## src/rtl/alu_sweep_driver_pkg.sv

```systemverilog
// Shared types and defaults for the ALU sweep driver: widths, FSM state encoding and
// the settle-counter width helper.
package alu_sweep_driver_pkg;

    localparam int unsigned DataWDef  = 8;
    localparam int unsigned OpWDef    = 3;
    localparam int unsigned SettleDef = 1;

    typedef enum logic [1:0] {
        StIdle   = 2'd0,
        StDrive  = 2'd1,
        StSettle = 2'd2,
        StDone   = 2'd3
    } state_e;

    // Wide enough to hold SETTLE_CYCLES-1 with a bit of headroom.
    function automatic int unsigned cnt_width(input int unsigned settle);
        return $clog2(settle) + 1;
    endfunction

endpackage

```

## src/rtl/alu_sweep_driver_if.sv

```systemverilog
// Operand/opcode/result bus between the sweep driver (master) and a combinational ALU (slave).
interface alu_sweep_driver_if
    import alu_sweep_driver_pkg::*;
#(
    parameter int unsigned DATA_W = DataWDef,
    parameter int unsigned OP_W   = OpWDef
);

    logic [DATA_W-1:0] src_a;
    logic [DATA_W-1:0] src_b;
    logic [OP_W-1:0]   c;
    logic [DATA_W-1:0] result;

    modport master (
        output src_a,
        output src_b,
        output c,
        input  result
    );

    modport slave (
        input  src_a,
        input  src_b,
        input  c,
        output result
    );

endinterface

```

## src/rtl/alu_sweep_driver_next_op.sv

```systemverilog
// Priority encoder: lowest set bit of i_mask at or above i_from. i_from is one bit wider than
// an opcode so that "one past the last opcode" yields not-found instead of wrapping.
module alu_sweep_driver_next_op
    import alu_sweep_driver_pkg::*;
#(
    parameter  int unsigned OP_W    = OpWDef,
    localparam int unsigned NUM_OPS = 2 ** OP_W,
    localparam int unsigned FromW   = OP_W + 1
) (
    input  logic [NUM_OPS-1:0] i_mask,
    input  logic [FromW-1:0]   i_from,
    output logic [OP_W-1:0]    o_idx,
    output logic               o_found
);

    always_comb begin
        o_idx   = '0;
        o_found = 1'b0;
        for (int unsigned i = 0; i < NUM_OPS; i++) begin
            if (!o_found && i_mask[i] && (FromW'(i) >= i_from)) begin
                o_idx   = OP_W'(i);
                o_found = 1'b1;
            end
        end
    end

endmodule

```

## src/rtl/alu_sweep_driver.sv

```systemverilog
// Clocked initiator for a combinational ALU: on start, drives every opcode enabled in the mask
// in ascending order, waits SETTLE_CYCLES per opcode and captures each result into a bank.
module alu_sweep_driver
    import alu_sweep_driver_pkg::*;
#(
    parameter  int unsigned DATA_W        = DataWDef,
    parameter  int unsigned OP_W          = OpWDef,
    parameter  int unsigned SETTLE_CYCLES = SettleDef,
    localparam int unsigned NUM_OPS       = 2 ** OP_W
) (
    input  logic               i_clk,
    input  logic               i_rst,
    input  logic               i_start,
    input  logic [DATA_W-1:0]  i_op_a,
    input  logic [DATA_W-1:0]  i_op_b,
    input  logic [NUM_OPS-1:0] i_op_mask,
    alu_sweep_driver_if.master alu_bus,
    output logic               o_busy,
    output logic               o_done,
    output logic [NUM_OPS-1:0] o_res_valid,
    input  logic [OP_W-1:0]    i_rd_addr,
    output logic [DATA_W-1:0]  o_rd_data
);

    localparam int unsigned         CntW    = cnt_width(SETTLE_CYCLES);
    localparam int unsigned         FromW   = OP_W + 1;
    localparam logic [CntW-1:0]     CntLoad = CntW'(SETTLE_CYCLES - 1);

    state_e              r_state;
    state_e              w_state_nxt;
    logic [OP_W-1:0]     r_k;
    logic [OP_W-1:0]     w_k_nxt;
    logic [CntW-1:0]     r_cnt;
    logic [CntW-1:0]     w_cnt_nxt;

    logic [DATA_W-1:0]   r_op_a;
    logic [DATA_W-1:0]   r_op_b;
    logic [NUM_OPS-1:0]  r_mask;

    logic [DATA_W-1:0]   r_src_a;
    logic [DATA_W-1:0]   r_src_b;
    logic [OP_W-1:0]     r_c;

    logic [NUM_OPS-1:0]  r_res_valid;
    logic [DATA_W-1:0]   r_res [NUM_OPS];

    logic [NUM_OPS-1:0]  w_scan_mask;
    logic [FromW-1:0]    w_from;
    logic [OP_W-1:0]     w_next_idx;
    logic                w_next_found;
    logic                w_latch;
    logic                w_drive;
    logic                w_capture;

    // In IDLE the encoder scans the incoming mask from 0; otherwise the latched mask from k+1.
    alu_sweep_driver_next_op #(
        .OP_W (OP_W)
    ) u_next_op (
        .i_mask  (w_scan_mask),
        .i_from  (w_from),
        .o_idx   (w_next_idx),
        .o_found (w_next_found)
    );

    always_comb begin
        w_state_nxt = r_state;
        w_k_nxt     = r_k;
        w_cnt_nxt   = r_cnt;
        w_scan_mask = r_mask;
        w_from      = FromW'(r_k) + FromW'(1);
        w_latch     = 1'b0;
        w_drive     = 1'b0;
        w_capture   = 1'b0;

        case (r_state)
            StIdle: begin
                w_scan_mask = i_op_mask;
                w_from      = '0;
                if (i_start) begin
                    w_latch     = 1'b1;
                    w_k_nxt     = w_next_idx;
                    w_state_nxt = w_next_found ? StDrive : StDone;
                end
            end
            StDrive: begin
                w_drive     = 1'b1;
                w_cnt_nxt   = CntLoad;
                w_state_nxt = StSettle;
            end
            StSettle: begin
                if (r_cnt == '0) begin
                    w_capture = 1'b1;
                    if (w_next_found) begin
                        w_k_nxt     = w_next_idx;
                        w_state_nxt = StDrive;
                    end else begin
                        w_state_nxt = StDone;
                    end
                end else begin
                    w_cnt_nxt = r_cnt - CntW'(1);
                end
            end
            StDone: begin
                w_state_nxt = StIdle;
            end
            default: begin
                w_state_nxt = StIdle;
            end
        endcase
    end

    always_ff @(posedge i_clk) begin
        if (i_rst) begin
            r_state <= StIdle;
            r_k     <= '0;
            r_cnt   <= '0;
        end else begin
            r_state <= w_state_nxt;
            r_k     <= w_k_nxt;
            r_cnt   <= w_cnt_nxt;
        end
    end

    always_ff @(posedge i_clk) begin
        if (i_rst) begin
            r_op_a      <= '0;
            r_op_b      <= '0;
            r_mask      <= '0;
            r_src_a     <= '0;
            r_src_b     <= '0;
            r_c         <= '0;
            r_res_valid <= '0;
            for (int i = 0; i < NUM_OPS; i++) begin
                r_res[i] <= '0;
            end
        end else begin
            if (w_latch) begin
                r_op_a      <= i_op_a;
                r_op_b      <= i_op_b;
                r_mask      <= i_op_mask;
                r_res_valid <= '0;
            end
            if (w_drive) begin
                r_src_a <= r_op_a;
                r_src_b <= r_op_b;
                r_c     <= r_k;
            end
            if (w_capture) begin
                r_res[r_k]       <= alu_bus.result;
                r_res_valid[r_k] <= 1'b1;
            end
        end
    end

    assign alu_bus.src_a = r_src_a;
    assign alu_bus.src_b = r_src_b;
    assign alu_bus.c     = r_c;

    assign o_busy      = (r_state == StDrive) || (r_state == StSettle);
    assign o_done      = (r_state == StDone);
    assign o_res_valid = r_res_valid;
    assign o_rd_data   = r_res[i_rd_addr];

endmodule

```

## src/flat_wrapper.sv

```systemverilog
// flat-port wrapper written by rule: the top's interface ports become plain ports
module alu_sweep_driver_flat import alu_sweep_driver_pkg::*;
#(
    parameter  int unsigned DATA_W        = DataWDef,
    parameter  int unsigned OP_W          = OpWDef,
    parameter  int unsigned SETTLE_CYCLES = SettleDef,
    localparam int unsigned NUM_OPS       = 2 ** OP_W
)
  (i_clk, i_rst, i_start, i_op_a, i_op_b, i_op_mask, o_busy, o_done, o_res_valid, i_rd_addr, o_rd_data, alu_bus_src_a, alu_bus_src_b, alu_bus_c, alu_bus_result);
  alu_sweep_driver_if #(.DATA_W(DATA_W), .OP_W(OP_W)) alu_bus_i ();
  input  logic i_clk;
  input  logic i_rst;
  input  logic i_start;
  input  logic [DATA_W-1:0] i_op_a;
  input  logic [DATA_W-1:0] i_op_b;
  input  logic [NUM_OPS-1:0] i_op_mask;
  output logic o_busy;
  output logic o_done;
  output logic [NUM_OPS-1:0] o_res_valid;
  input  logic [OP_W-1:0] i_rd_addr;
  output logic [DATA_W-1:0] o_rd_data;
  output wire logic [$bits(alu_bus_i.src_a)-1:0] alu_bus_src_a;
  output wire logic [$bits(alu_bus_i.src_b)-1:0] alu_bus_src_b;
  output wire logic [$bits(alu_bus_i.c)-1:0] alu_bus_c;
  input wire logic [$bits(alu_bus_i.result)-1:0] alu_bus_result;
  assign alu_bus_src_a = alu_bus_i.src_a;
  assign alu_bus_src_b = alu_bus_i.src_b;
  assign alu_bus_c = alu_bus_i.c;
  assign alu_bus_i.result = alu_bus_result;
  alu_sweep_driver #(.DATA_W(DATA_W), .OP_W(OP_W), .SETTLE_CYCLES(SETTLE_CYCLES)) u_core (.i_clk(i_clk), .i_rst(i_rst), .i_start(i_start), .i_op_a(i_op_a), .i_op_b(i_op_b), .i_op_mask(i_op_mask), .alu_bus(alu_bus_i), .o_busy(o_busy), .o_done(o_done), .o_res_valid(o_res_valid), .i_rd_addr(i_rd_addr), .o_rd_data(o_rd_data));
endmodule
```

## config.mk

```make
export PLATFORM = sky130hd
export DESIGN_NAME = alu_sweep_driver_flat
export DESIGN_NICKNAME = d
export VERILOG_FILES = /design/src/rtl/alu_sweep_driver_pkg.sv /design/src/rtl/alu_sweep_driver_if.sv /design/src/rtl/alu_sweep_driver_next_op.sv /design/src/rtl/alu_sweep_driver.sv /design/src/flat_wrapper.sv
export SDC_FILE = /design/constraint.sdc
export NUM_CORES = 1
export LEC_CHECK = 0
export ABC_AREA = 1
export CORE_UTILIZATION = 54
export DETAILED_ROUTE_END_ITERATION = 10
export PLACE_DENSITY = 0.79
export SLEW_MARGIN = 20
export SYNTH_ARGS = -nofsm -noshare
export SYNTH_HDL_FRONTEND = slang
export SYNTH_SLANG_ARGS = --single-unit
```

## constraint.sdc

```tcl
create_clock -name i_clk -period 2.2 [get_ports i_clk]
set_clock_uncertainty 0.15 [all_clocks]
set_input_delay 0.22 -clock i_clk [delete_from_list [all_inputs] [get_ports i_clk]]
set_output_delay 0.22 -clock i_clk [all_outputs]
set_load 0.01 [all_outputs]
```

### After elaboration in Yosys (flattened, before gate mapping)

Memory sizes are Yosys's and may differ from the RTL's.
Index checks and enable logic that the tools add are counted.

* register bits: 57
* bits in latches: 0
* bits in writable memories: 64
* bits in read-only memories: 0
* input bits: 38
* output and inout port bits: 37
* word-level logic and storage cells: 105
* memories: 1

* $add $sub $neg: 2
* multiply operators: 0
* divide/modulo/power cells: 0
* order comparisons: 10
* equality and inequality tests: 6
* shift-type cells: 0
* multiplexer cells: 45
* bitwise gates (word level): 1
* reduce and logical (&&, ||, !) cells: 30

Memory list
* u_core.r_res: words 8, bits a word 8, rd ports 1, clocked after Yosys merged registers in 0, wr ports 8, RTL line alu_sweep_driver.sv:45 `logic [DATA_W-1:0] r_res [NUM_OPS];`

Operators by type and width (count)
* two-way mux 8 bit: 5
* two-way mux 3 bit: 10
* two-way mux 1 bit: 22
* >= comparator 3 x 4 -> 1 bit, first input constant: 4
* logical AND 1 bit: 16
* >= comparator 1 x 4 -> 1 bit, first input constant: 2
* >= comparator 2 x 4 -> 1 bit, first input constant: 2
* bitwise OR 8 bit: 1
* one-hot mux 2 bit (4 select lines): 1
* OR reduction 8 bit: 1
* zero test 1 bit: 7
* two-way mux 2 bit: 3
* != test 2 bit, second input constant: 3
* one-hot mux 3 bit (2 select lines): 1
* adder 3 x 1 -> 4 bit, second input constant: 1
* == test 2 bit, second input constant: 2
* less-than comparator 3 x 4 -> 1 bit, second input constant: 1
* two-way mux 4 bit: 1
* AND reduction 4 bit: 1
* nonzero test 2 bit: 2
* demux 1 bit (select 3 bit): 1
* >= comparator 3 x 1 -> 1 bit, second input constant: 1
* == test 2 x 1 -> 1 bit, second input constant: 1
* zero test 2 bit: 1
* 4 further kinds: 4

### Longest topological paths before layout

Gate-level depths: netlist of the first run.

* depth after elaboration: 36
* mapped depth: 16
* gate-level depth less buffers: 15

### Hierarchy

Synthesis of the first run repeated with hierarchy kept, for this count alone.

* cells, all modules: 694
* area, all modules: 5527.8 µm²

By module, submodules not included
* alu_sweep_driver: times used 1, cells an instance 653, area each 5310.1 µm², sequential area each 3042.9 µm²
* alu_sweep_driver_next_op: times used 1, cells an instance 41, area each 217.7 µm², sequential area each 0.0 µm²

### Worst setup path after synthesis of the first run

Ideal clock, no wire load.

* kind: register to register
* from: register u_core.r_state[0]
* to: memory u_core.r_res[6][0] (netlist name) (enable)
* library setup time: 329 ps
* arrival: 1482 ps
* required time: 1721 ps
* setup slack: 239 ps
* stages on the path, launching flop included: 9
* path buffers: 0
* period minus slack after synthesis: 1961 ps
* cells stage by stage: dfxtp_1 > inv_1 > ha_1 > inv_1 > nor2_1 > inv_1 > nor2_1 > nand3_1 > nand2_1

RTL lines
* from (decl): RTL line alu_sweep_driver.sv:29 `state_e r_state;`
* from (signal assigned): RTL line alu_sweep_driver.sv:114 `r_state <= StIdle;`
* from (signal assigned): RTL line alu_sweep_driver.sv:118 `r_state <= w_state_nxt;`
* to (decl): RTL line alu_sweep_driver.sv:45

==> results.json, run 1 <==
{
  "num_antenna_cells": 0,
  "vias_per_cell": 5.36,
  "syn_area_sq_um": 5230,
  "yosys.area.top_type_share_pct": 36.7,
  "clockPowerShare_pct": 39.9,
  "synthToLayoutAreaGrowth_pct": 32.8,
  "final_hold_viol_count": 0,
  "required_ns": 2.24,
  "die_w_um": 100,
  "synth.largest_area_cell": "edfxtp_1",
  "detail-route-antenna-nets": 0,
  "r2r_slack_ns": 0.09,
  "status": "finished, final reports clean",
  "wirelength_um": 13300,
  "die_area_sq_um": 10100,
  "utilization_pct": 74.4,
  "clock-root-buffer": "clkbuf_8",
  "syn_nets": 651,
  "power_switching_w": 0.00214,
  "grt_overflow_total": 0,
  "reg2regPathDepth": 8,
  "port_buffers": 74,
  "hp-class": "primary input to register",
  "grt_max_degree": 64,
  "seq_area_frac_synth_pct": 58.2,
  "crit_arrival_ns": 2.15,
  "die_h_um": 100,
  "rsz0062_at_grt": "yes",
  "min_path_cells": 3,
  "globalplace.congestion": 0.913,
  "p_leak_nw": 3.01,
  "grt_pass1_vias": 4408,
  "post_drt_wl_per_cell_um": 15.8,
  "finalMaxSlewViolations": 0,
  "clkTransAtPathRegs_ns": 0.06,
  "slew_headroom_pct": 65.8,
  "dr.pass1.iters": 5,
  "post-route-min-period_ns": 2.11,
  "drive_gt1_share_pct": 11.8,
  "syn_area_per_cell_sq_um": 8.62,
  "combPwrFrac_pct": 22.6,
  "worstPathMaxFanout": 8,
  "ir_drop_mv": 0.635,
  "tritoncts": "yes",
  "max_cap_viol_count": 0,
  "antenna_found_initial": 0,
  "max_freq_mhz": 473,
  "clock_sinks": 120,
  "start_kind": "register",
  "crit_type": "register to register",
  "grt_use_total_pct": 28.0,
  "fin_cells": 843,
  "vias": 4520,
  "dpl.hpwl_um": 8650,
  "core_area_sq_um": 9330,
  "drtIter0Drc": 302,
  "finalCritPeriodShare_pct": 96.1,
  "io_pins": 75,
  "syn_inst": 607,
  "synth.distinct_cells": 30,
  "ys_seq_elements": 120,
  "placedCellCount": 809,
  "clock_latency_ns": 0.53,
  "worst_pin_slew_ns": 0.510,
  "setup_viol": 0,
  "numCtsBuffers": 17,
  "synth_area_leaders": "edfxtp_1, dfxtp_1, nor2_1",
  "seq_power_share_pct": 37.5,
  "fp-row-count": 35,
  "cts-htree-levels": 4,
  "fin_nets": 745,
  "route.detailed.drc": 0,
  "grt_pass1_wl_um": 21200,
  "power_density_nw_per_um2": 1060,
  "clk_path_buf_depth": 2,
  "worstSetupEndpointType": "register",
  "yosysWarnings": 0,
  "p_sw_share_pct": 29.1,
  "p_int_w": 0.00522,
  "initial_utilization_pct": 56.1
}
## layout by cell type (no fill, tap or decap), drive strengths merged, types with 17 or more instances in the layout
cell           instances
inv                   38
o21ai                 80
edfxtp                64
nor2                 216
clkbuf                23
dfxtp                 56
clkdlybuf4s50         62
nand2                 71
buf                   26
nand3                 17
## metrics by stage
| step | setup WS, ns | total power (W) | setup TNS, ns | hold WS, ns | area [sq um] |
|---|---|---|---|---|---|
| floorplan | 0.239 | 0.00379 | 0 | 0.139 | 5230 |
| global placement | -0.166 | 0.00434 | -1.22 | 0.293 | 6260 |
| detailed placement | -0.219 | 0.00439 | -1.53 | 0.302 | 6260 |
| CTS | 0.0342 | 0.00732 | 0 | 0.104 | 6910 |
| global route | -0.0327 | 0.00765 | -0.209 | 0.152 | 6940 |
| finish | 0.0866 | 0.00735 | 0 | 0.113 | 6940 |
## cell usage after synthesis
master and count:
nor2_8 1, nand4_1 2, or2_2 1, nand2_2 7, nand3b_1 1, o21ai_0 79, buf_2 1, nand2_4 1
buf_1 2, buf_6 2, nor2_4 3, o22ai_1 8, nand3_1 16, clkinv_1 2, dfxtp_1 56, edfxtp_1 64
inv_2 4, ha_1 6, o21ai_1 1, nor2_1 211, nand3_2 1, clkbuf_1 21, inv_1 31, nor2_2 1
nand4_4 1, a41oi_1 1, nand4_2 1, nand2_1 63, a21oi_1 10, a31oi_1 9
## flip-flops by register name, summed over array words and instances (netlist names)
register / count
u_core.alu_bus.c: 3
u_core.alu_bus.src_a: 8
u_core.alu_bus.src_b: 8
u_core.o_res_valid: 8
u_core.r_k: 3
u_core.r_mask: 8
u_core.r_op_a: 8
u_core.r_op_b: 8
u_core.r_res: 64
u_core.r_state: 2
## worst max-delay path: stages (launching register included)
cell and delay, ns:
dfxtp_1 0.35, buf_4 0.13, ha_1 0.17, inv_1 0.06, nor2_1 0.16, inv_1 0.09, nor2_1 0.23, nand2_1 0.11
nand2_1 0.31
## kinds of logic (layout without fill, tap and decap cells)
| family | after synthesis | count (layout) | synth area share (%) |
|---|---|---|---|
| AO/OA/AOI/OAI | 108 | 108 | 10.8 |
| adder cells (fa/ha/maj) | 6 | 6 | 1.44 |
| buffers and inverters | 63 | 170 | 4.83 |
| flip-flops | 120 | 120 | 58.2 |
| AND/OR/NAND/NOR | 310 | 310 | 24.7 |
## routing by layer
layer  up-vias  wire length [um]  global-route usage (%)
met3        44               972                    7.66
met2       175              6840                    49.0
met5         -                 0                       0
met1      2112              5040                    31.3
met4         0               443                    14.5
li1       2189                 -                       -
## worst paths after layout
| kind | start | end |
|---|---|---|
| worst max register to register | u_core.r_state[1]$_SDFFE_PP0N_ | u_core.r_res[0][2]$_SDFFCE_PN0P_ |
| worst min-delay path | i_op_mask[1] | u_core.r_mask[1]$_SDFFE_PP0P_ |
| worst max-delay path | u_core.r_state[1]$_SDFFE_PP0N_ | u_core.r_res[0][2]$_SDFFCE_PN0P_ |
| worst min register to register | u_core.r_mask[4]$_SDFFE_PP0P_ | u_core.r_mask[4]$_SDFFE_PP0P_ |
## final cells by class
| class | instances | area (sq um) |
|---|---|---|
| timing repair buffer | 101 | 1010 |
| sequential | 120 | 3040 |
| tap | 129 | 161 |
| inverter | 37 | 141 |
| clock inverter | 10 | 135 |
| fill | 631 | 2380 |
| multi-input combinational | 424 | 1950 |
| clock buffer | 22 | 497 |
## timing repair
item,CTS,global route
cloned,1,0
resized for setup,9,12
endpoints found under the hold margin,0,0
pin swaps,0,2
setup endpoints to repair,8,42
hold buffers,0,0
buffers inserted,0,1
## power groups by stage
| stage | clock [W] | sequential [W] | combinational (W) |
|---|---|---|---|
| 3_3_place_gp | 0 | 0.00278 | 0.00156 |
| 5_1_grt | 0.00304 | 0.00278 | 0.00183 |
| 4_1_cts | 0.00294 | 0.00275 | 0.00163 |
| 2_1_floorplan | 0 | 0.00280 | 0.000996 |
| 3_5_place_dp | 0 | 0.00279 | 0.00160 |
| 6_report | 0.00293 | 0.00275 | 0.00166 |
Power figures use the tool's default switching activity.
==> run 2: changes to the inputs <==
--- a/config.mk
+++ b/config.mk
@@ -13,3 +13,4 @@
 export SYNTH_ARGS = -nofsm -noshare
 export SYNTH_HDL_FRONTEND = slang
 export SYNTH_SLANG_ARGS = --single-unit
+export TNS_END_PERCENT = 50
==> constraint.sdc (replaced) <==
create_clock -name i_clk -period 2.4 [get_ports i_clk]
set_clock_uncertainty 0.15 [all_clocks]
set_input_delay 0.24 -clock i_clk [delete_from_list [all_inputs] [get_ports i_clk]]
set_output_delay 0.24 -clock i_clk [all_outputs]
set_load 0.01 [all_outputs]
==> results.json, run 2 (synthesis gave the netlist of run 1 again) <==
{
  "status": "finished, final reports clean",
  "max_cap_viol_count": 0,
  "cts-htree-levels": 4,
  "mostFrequentLayoutCell": "nor2_1",
  "grt_util_met3_pct": 8.15,
  "fp-row-count": 35,
  "place_area_sq_um": 6220,
  "post-route-min-period_ns": 2.22,
  "required_ns": 2.65,
  "grt_use_total_pct": 27.5,
  "finalMaxSlewViolations": 0,
  "r2r-start": "u_core.r_state[1]$_SDFFE_PP0N_",
  "vias_per_cell": 5.41,
  "ir_drop_mv": 0.529,
  "clkTransAtPathRegs_ns": 0.06,
  "globalplace.congestion": 0.926,
  "final_hold_viol_count": 0,
  "grt_pass1_vias": 4379,
  "holdPathEnd": "u_core.r_mask[6]$_SDFFE_PP0P_",
  "wirelength_um": 13100,
  "met2_usage_pct": 47.3,
  "numCtsBuffers": 17,
  "clock-root-buffer": "clkbuf_8",
  "post_drt_wl_per_cell_um": 15.6,
  "holdWs_ns": 0.153,
  "worstSetupEndpointType": "register",
  "grt_max_degree": 33,
  "port_buffers": 74,
  "rsz0062_at_grt": "no",
  "setup_viol": 0,
  "clock_sinks": 120,
  "die_area_sq_um": 10100,
  "placedCellCount": 804,
  "antenna_found_initial": 0,
  "initial_utilization_pct": 56.1,
  "clock_latency_ns": 0.51,
  "synthToLayoutAreaGrowth_pct": 30.5,
  "stdcell_area_sq_um": 6830,
  "largest_register_ffs": 64,
  "fin_nets": 741,
  "min_from": "i_op_mask[6]",
  "io_pins": 75,
  "p_leak_nw": 2.90,
  "detail-route-antenna-nets": 0,
  "route.detailed.drc": 0,
  "grt_overflow_total": 0,
  "min_path_cells": 3,
  "max_freq_mhz": 451,
  "final_cell_mix": "nor2_1, o21ai_0, clkdlybuf4s50_1",
  "worstPathMaxFanout": 11,
  "drive_gt1_share_pct": 10.6,
  "fill_cells": 671,
  "die_w_um": 100,
  "tritoncts": "yes",
  "num_antenna_cells": 0,
  "grt_pass1_wl_um": 21000,
  "worst_pin_slew_ns": 0.529,
  "use_met1_pct": 32.0,
  "vias": 4541,
  "core_area_sq_um": 9330,
  "crit_type": "register to register",
  "drtIter0Drc": 394,
  "utilization_pct": 73.2,
  "start_kind": "register",
  "busiest_layer": "met2",
  "r2r_slack_ns": 0.18,
  "die_h_um": 100,
  "dpl.hpwl_um": 8800,
  "reg2regPathDepth": 14,
  "top_register": "u_core.r_res",
  "hp-class": "primary input to register",
  "power.total_w": 0.00653,
  "power_density_nw_per_um2": 957,
  "dr.pass1.iters": 5,
  "crit_arrival_ns": 2.47,
  "fin_cells": 839,
  "clk_path_buf_depth": 2,
  "r2r-end": "u_core.r_k[1]$_SDFFE_PP0P_",
  "finalCritPeriodShare_pct": 92.5,
  "slew_headroom_pct": 64.5
}
## run 2: cell count changes in the layout (fill, tap and decap cells not counted), moves of 3 or more
cell,change
nand2_1,+3
clkbuf_16,-3
clkdlybuf4s50_1,+4
nand2_2,-3
buf_4,-3
dlymetal6s2s_1,-3
clkinvlp_4,+4
## run 2: power breakdown
part           internal [W]  leakage, nW  switching [W]
sequential          0.00240         1.12       0.000155
combinational      0.000587         1.50       0.000862
clock               0.00159        0.275       0.000939
total               0.00457         2.90        0.00196
## run 2: stage by stage
step | setup TNS, ns | setup WS (ns)
floorplan | 0 | 0.439
global placement | -0.00765 | -0.00765
detailed placement | -0.232 | -0.0620
CTS | 0 | 0.133
global route | 0 | 0.00608
finish | 0 | 0.180
## run 2: critical path: stages (launching register included)
cell and delay [ns]:
dfxtp_1 0.38, inv_1 0.10, ha_1 0.24, inv_4 0.13, nand2_1 0.09, nor2_1 0.13, nor2_1 0.08, nand2_2 0.12
nand4_4 0.13, nor2_4 0.14, nand4_2 0.12, nand2_2 0.12, nand2_1 0.07, nand2_1 0.07, nor2_1 0.04
## run 2: area by class of cell
cell class / instances / area (sq um) / area share, %
Multi-Input combinational cell: 424 / 1930 / 28.3
Tap cell: 129 / 161 / 2.36
Clock buffer: 19 / 422 / 6.18
Clock inverter: 13 / 169 / 2.47
Timing Repair Buffer: 97 / 953 / 14.0
Sequential cell: 120 / 3040 / 44.6
Inverter: 37 / 141 / 2.07
## run 2: repair_timing
| action | CTS | global route |
|---|---|---|
| hold endpoints to repair | 0 | 0 |
| hold buffers | 0 | 0 |
| pin swaps | 0 | 0 |
| gates resized for setup | 8 | 2 |
| gates cloned | 0 | 0 |
| endpoints found under the setup margin | 8 | 3 |
| setup buffers | 0 | 3 |
## run 2: worst max path at each step
stage                                               from  slack (ns)                               end  depth (start not counted)
final                     u_core.r_state[1]$_SDFFE_PP0N_        0.18        u_core.r_k[1]$_SDFFE_PP0P_                         14
after global placement                      i_rd_addr[0]      -0.008                      o_rd_data[0]                          8
after detailed placement                    i_rd_addr[0]       -0.06                      o_rd_data[7]                          7
after CTS                 u_core.r_state[0]$_SDFFE_PP0N_        0.13        u_core.r_k[1]$_SDFFE_PP0P_                         14
after global routing      u_core.r_state[1]$_SDFFE_PP0N_       0.006        u_core.r_k[1]$_SDFFE_PP0P_                         14
after floorplan           u_core.r_state[0]$_SDFFE_PP0N_        0.44  u_core.r_res[6][0]$_SDFFCE_PN0P_                          8
## run 2: per-layer routing
metal | share of wire [%] | vias up | routed length [um]
met5 | 0 | - | 0
met1 | 40 | 2133 | 5260
met4 | 2.0 | 0 | 265
li1 | - | 2183 | -
met3 | 6.9 | 29 | 906
met2 | 51 | 196 | 6640
==> run 3: changes to the inputs <==
--- a/config.mk
+++ b/config.mk
@@ -6,7 +6,7 @@
 export NUM_CORES = 1
 export LEC_CHECK = 0
 export ABC_AREA = 1
-export CORE_UTILIZATION = 54
+export CORE_UTILIZATION = 46
 export DETAILED_ROUTE_END_ITERATION = 10
 export PLACE_DENSITY = 0.79
 export SLEW_MARGIN = 20
==> results.json, run 3 (synthesis gave the netlist of run 1 again) <==
{
  "status": "finished, final reports clean",
  "post-route-min-period_ns": 2.21,
  "tritoncts": "yes",
  "p_leak_nw": 2.90,
  "vias_per_cell": 5.23,
  "holdWs_ns": 0.258,
  "clock_sinks": 120,
  "route.detailed.drc": 0,
  "globalplace.congestion": 0.907,
  "drive_gt1_share_pct": 10.1,
  "io_pins": 75,
  "final_hold_viol_count": 0,
  "worstPathMaxFanout": 12,
  "worstSetupEndpointType": "register",
  "multi_input_area_sq_um": 1930,
  "placedCellCount": 815,
  "clk_path_buf_depth": 2,
  "num_antenna_cells": 0,
  "clock-root-buffer": "clkbuf_16",
  "clkTransAtPathRegs_ns": 0.06,
  "slew_headroom_pct": 51.8,
  "dr.pass1.iters": 5,
  "port_buffers": 74,
  "grt_pass1_wl_um": 20700,
  "vias": 4421,
  "clock_latency_ns": 0.40,
  "synthToLayoutAreaGrowth_pct": 30.1,
  "mostFrequentLayoutCell": "nor2_1",
  "final_cell_mix": "nor2_1, o21ai_0, clkdlybuf4s50_1",
  "initial_utilization_pct": 47.8,
  "core_area_sq_um": 10900,
  "fin_setup_tns_ns": 0,
  "wirelength_um": 12800,
  "largest_register_ffs": 64,
  "grt_max_degree": 34,
  "dpl.hpwl_um": 8920,
  "crit_arrival_ns": 2.35,
  "grt_use_total_pct": 23.2,
  "fill_cells": 920,
  "pre_cts_ws_ns": -0.0292,
  "antenna_found_initial": 0,
  "grt_overflow_total": 0,
  "ir_drop_mv": 0.644,
  "final.setup.worst_slack_ns": 0.188,
  "die_w_um": 109,
  "max_freq_mhz": 452,
  "grt_pass1_vias": 4310,
  "fp-row-count": 38,
  "start_kind": "register",
  "max_cap_viol_count": 0,
  "post_drt_wl_per_cell_um": 15.1,
  "cts-htree-levels": 4,
  "die_area_sq_um": 11800,
  "utilization_pct": 62.2,
  "rsz0062_at_grt": "no",
  "die_h_um": 109,
  "ff_latch_area_sq_um": 3040,
  "worst_pin_slew_ns": 0.722,
  "crit_type": "register to register",
  "hp-class": "primary input to register",
  "finalCritPeriodShare_pct": 92.2,
  "power_density_nw_per_um2": 957,
  "detail-route-antenna-nets": 0,
  "numCtsBuffers": 17,
  "setup_viol": 0,
  "top_register": "u_core.r_res",
  "drtIter0Drc": 299,
  "hold_buffers": 0,
  "fin_cells": 846,
  "finalMaxSlewViolations": 0,
  "required_ns": 2.54,
  "fin_nets": 738
}
## run 3: cell count changes in the layout (fill, tap and decap cells not counted), moves of 2 or more
cell            previous run  this run
buf_12                     4         2
clkbuf_1                   2         0
clkinv_4                   2         4
dlymetal6s2s_1             0         2
dlygate4sd2_1              8         6
## run 3: repair_timing
item	in CTS	in global routing
setup endpoints to repair	6	5
resized for setup	6	3
cloned	0	0
buffers inserted	0	0
endpoints found under the hold margin	0	0
## run 3: through the flow
| stage | power (W) | area (sq um) |
|---|---|---|
| after floorplan | 0.00348 | 5230 |
| after global placement | 0.00394 | 6210 |
| after detailed placement | 0.00399 | 6210 |
| after CTS | 0.00653 | 6800 |
| after global routing | 0.00683 | 6810 |
| final | 0.00652 | 6810 |
## run 3: path summary, 6_finish.rpt
kind	start	endpoint	slack [ns]	cells after the start
worst max-delay path	u_core.r_state[0]$_SDFFE_PP0N_	u_core.r_k[1]$_SDFFE_PP0P_	0.19	14
worst min-delay path	i_op_mask[6]	u_core.r_mask[6]$_SDFFE_PP0P_	0.26	3
worst max register to register	u_core.r_state[0]$_SDFFE_PP0N_	u_core.r_k[1]$_SDFFE_PP0P_	0.19	14
worst min register to register	u_core.r_mask[2]$_SDFFE_PP0P_	u_core.r_mask[2]$_SDFFE_PP0P_	0.30	2
## run 3: area by class of cell
cell class / count / area share (%)
Clock inverter: 14 / 2.56
Clock buffer: 17 / 6.25
Tap cell: 140 / 2.57
Sequential cell: 120 / 44.7
Inverter: 37 / 2.08
Timing Repair Buffer: 94 / 13.4
Multi-Input combinational cell: 424 / 28.4
## run 3: layer usage
layer | up-vias | wire, um | global-route usage (%)
met5 | - | 0 | 0
met4 | 0 | 255 | 7.63
met3 | 28 | 1050 | 6.58
met2 | 183 | 6250 | 40.6
met1 | 2033 | 5220 | 27.3
li1 | 2177 | - | -
## run 3: power breakdown
part           total (W)  internal [W]  switching [W]
Clock            0.00256       0.00163       0.000926
Combinational    0.00141      0.000563       0.000849
Sequential       0.00255       0.00239       0.000151
## run 3: critical path: stages (launching register included)
cell     delay, ns
dfxtp_1       0.37
inv_1         0.10
ha_1          0.25
inv_4         0.14
nand2_1       0.11
nor2_1        0.14
nor2_1        0.08
nand2_2       0.12
nand4_4       0.12
nor2_4        0.13
nand4_2       0.12
nand2_2       0.11
nand2_1       0.05
nand2_1       0.05
nor2_1        0.05
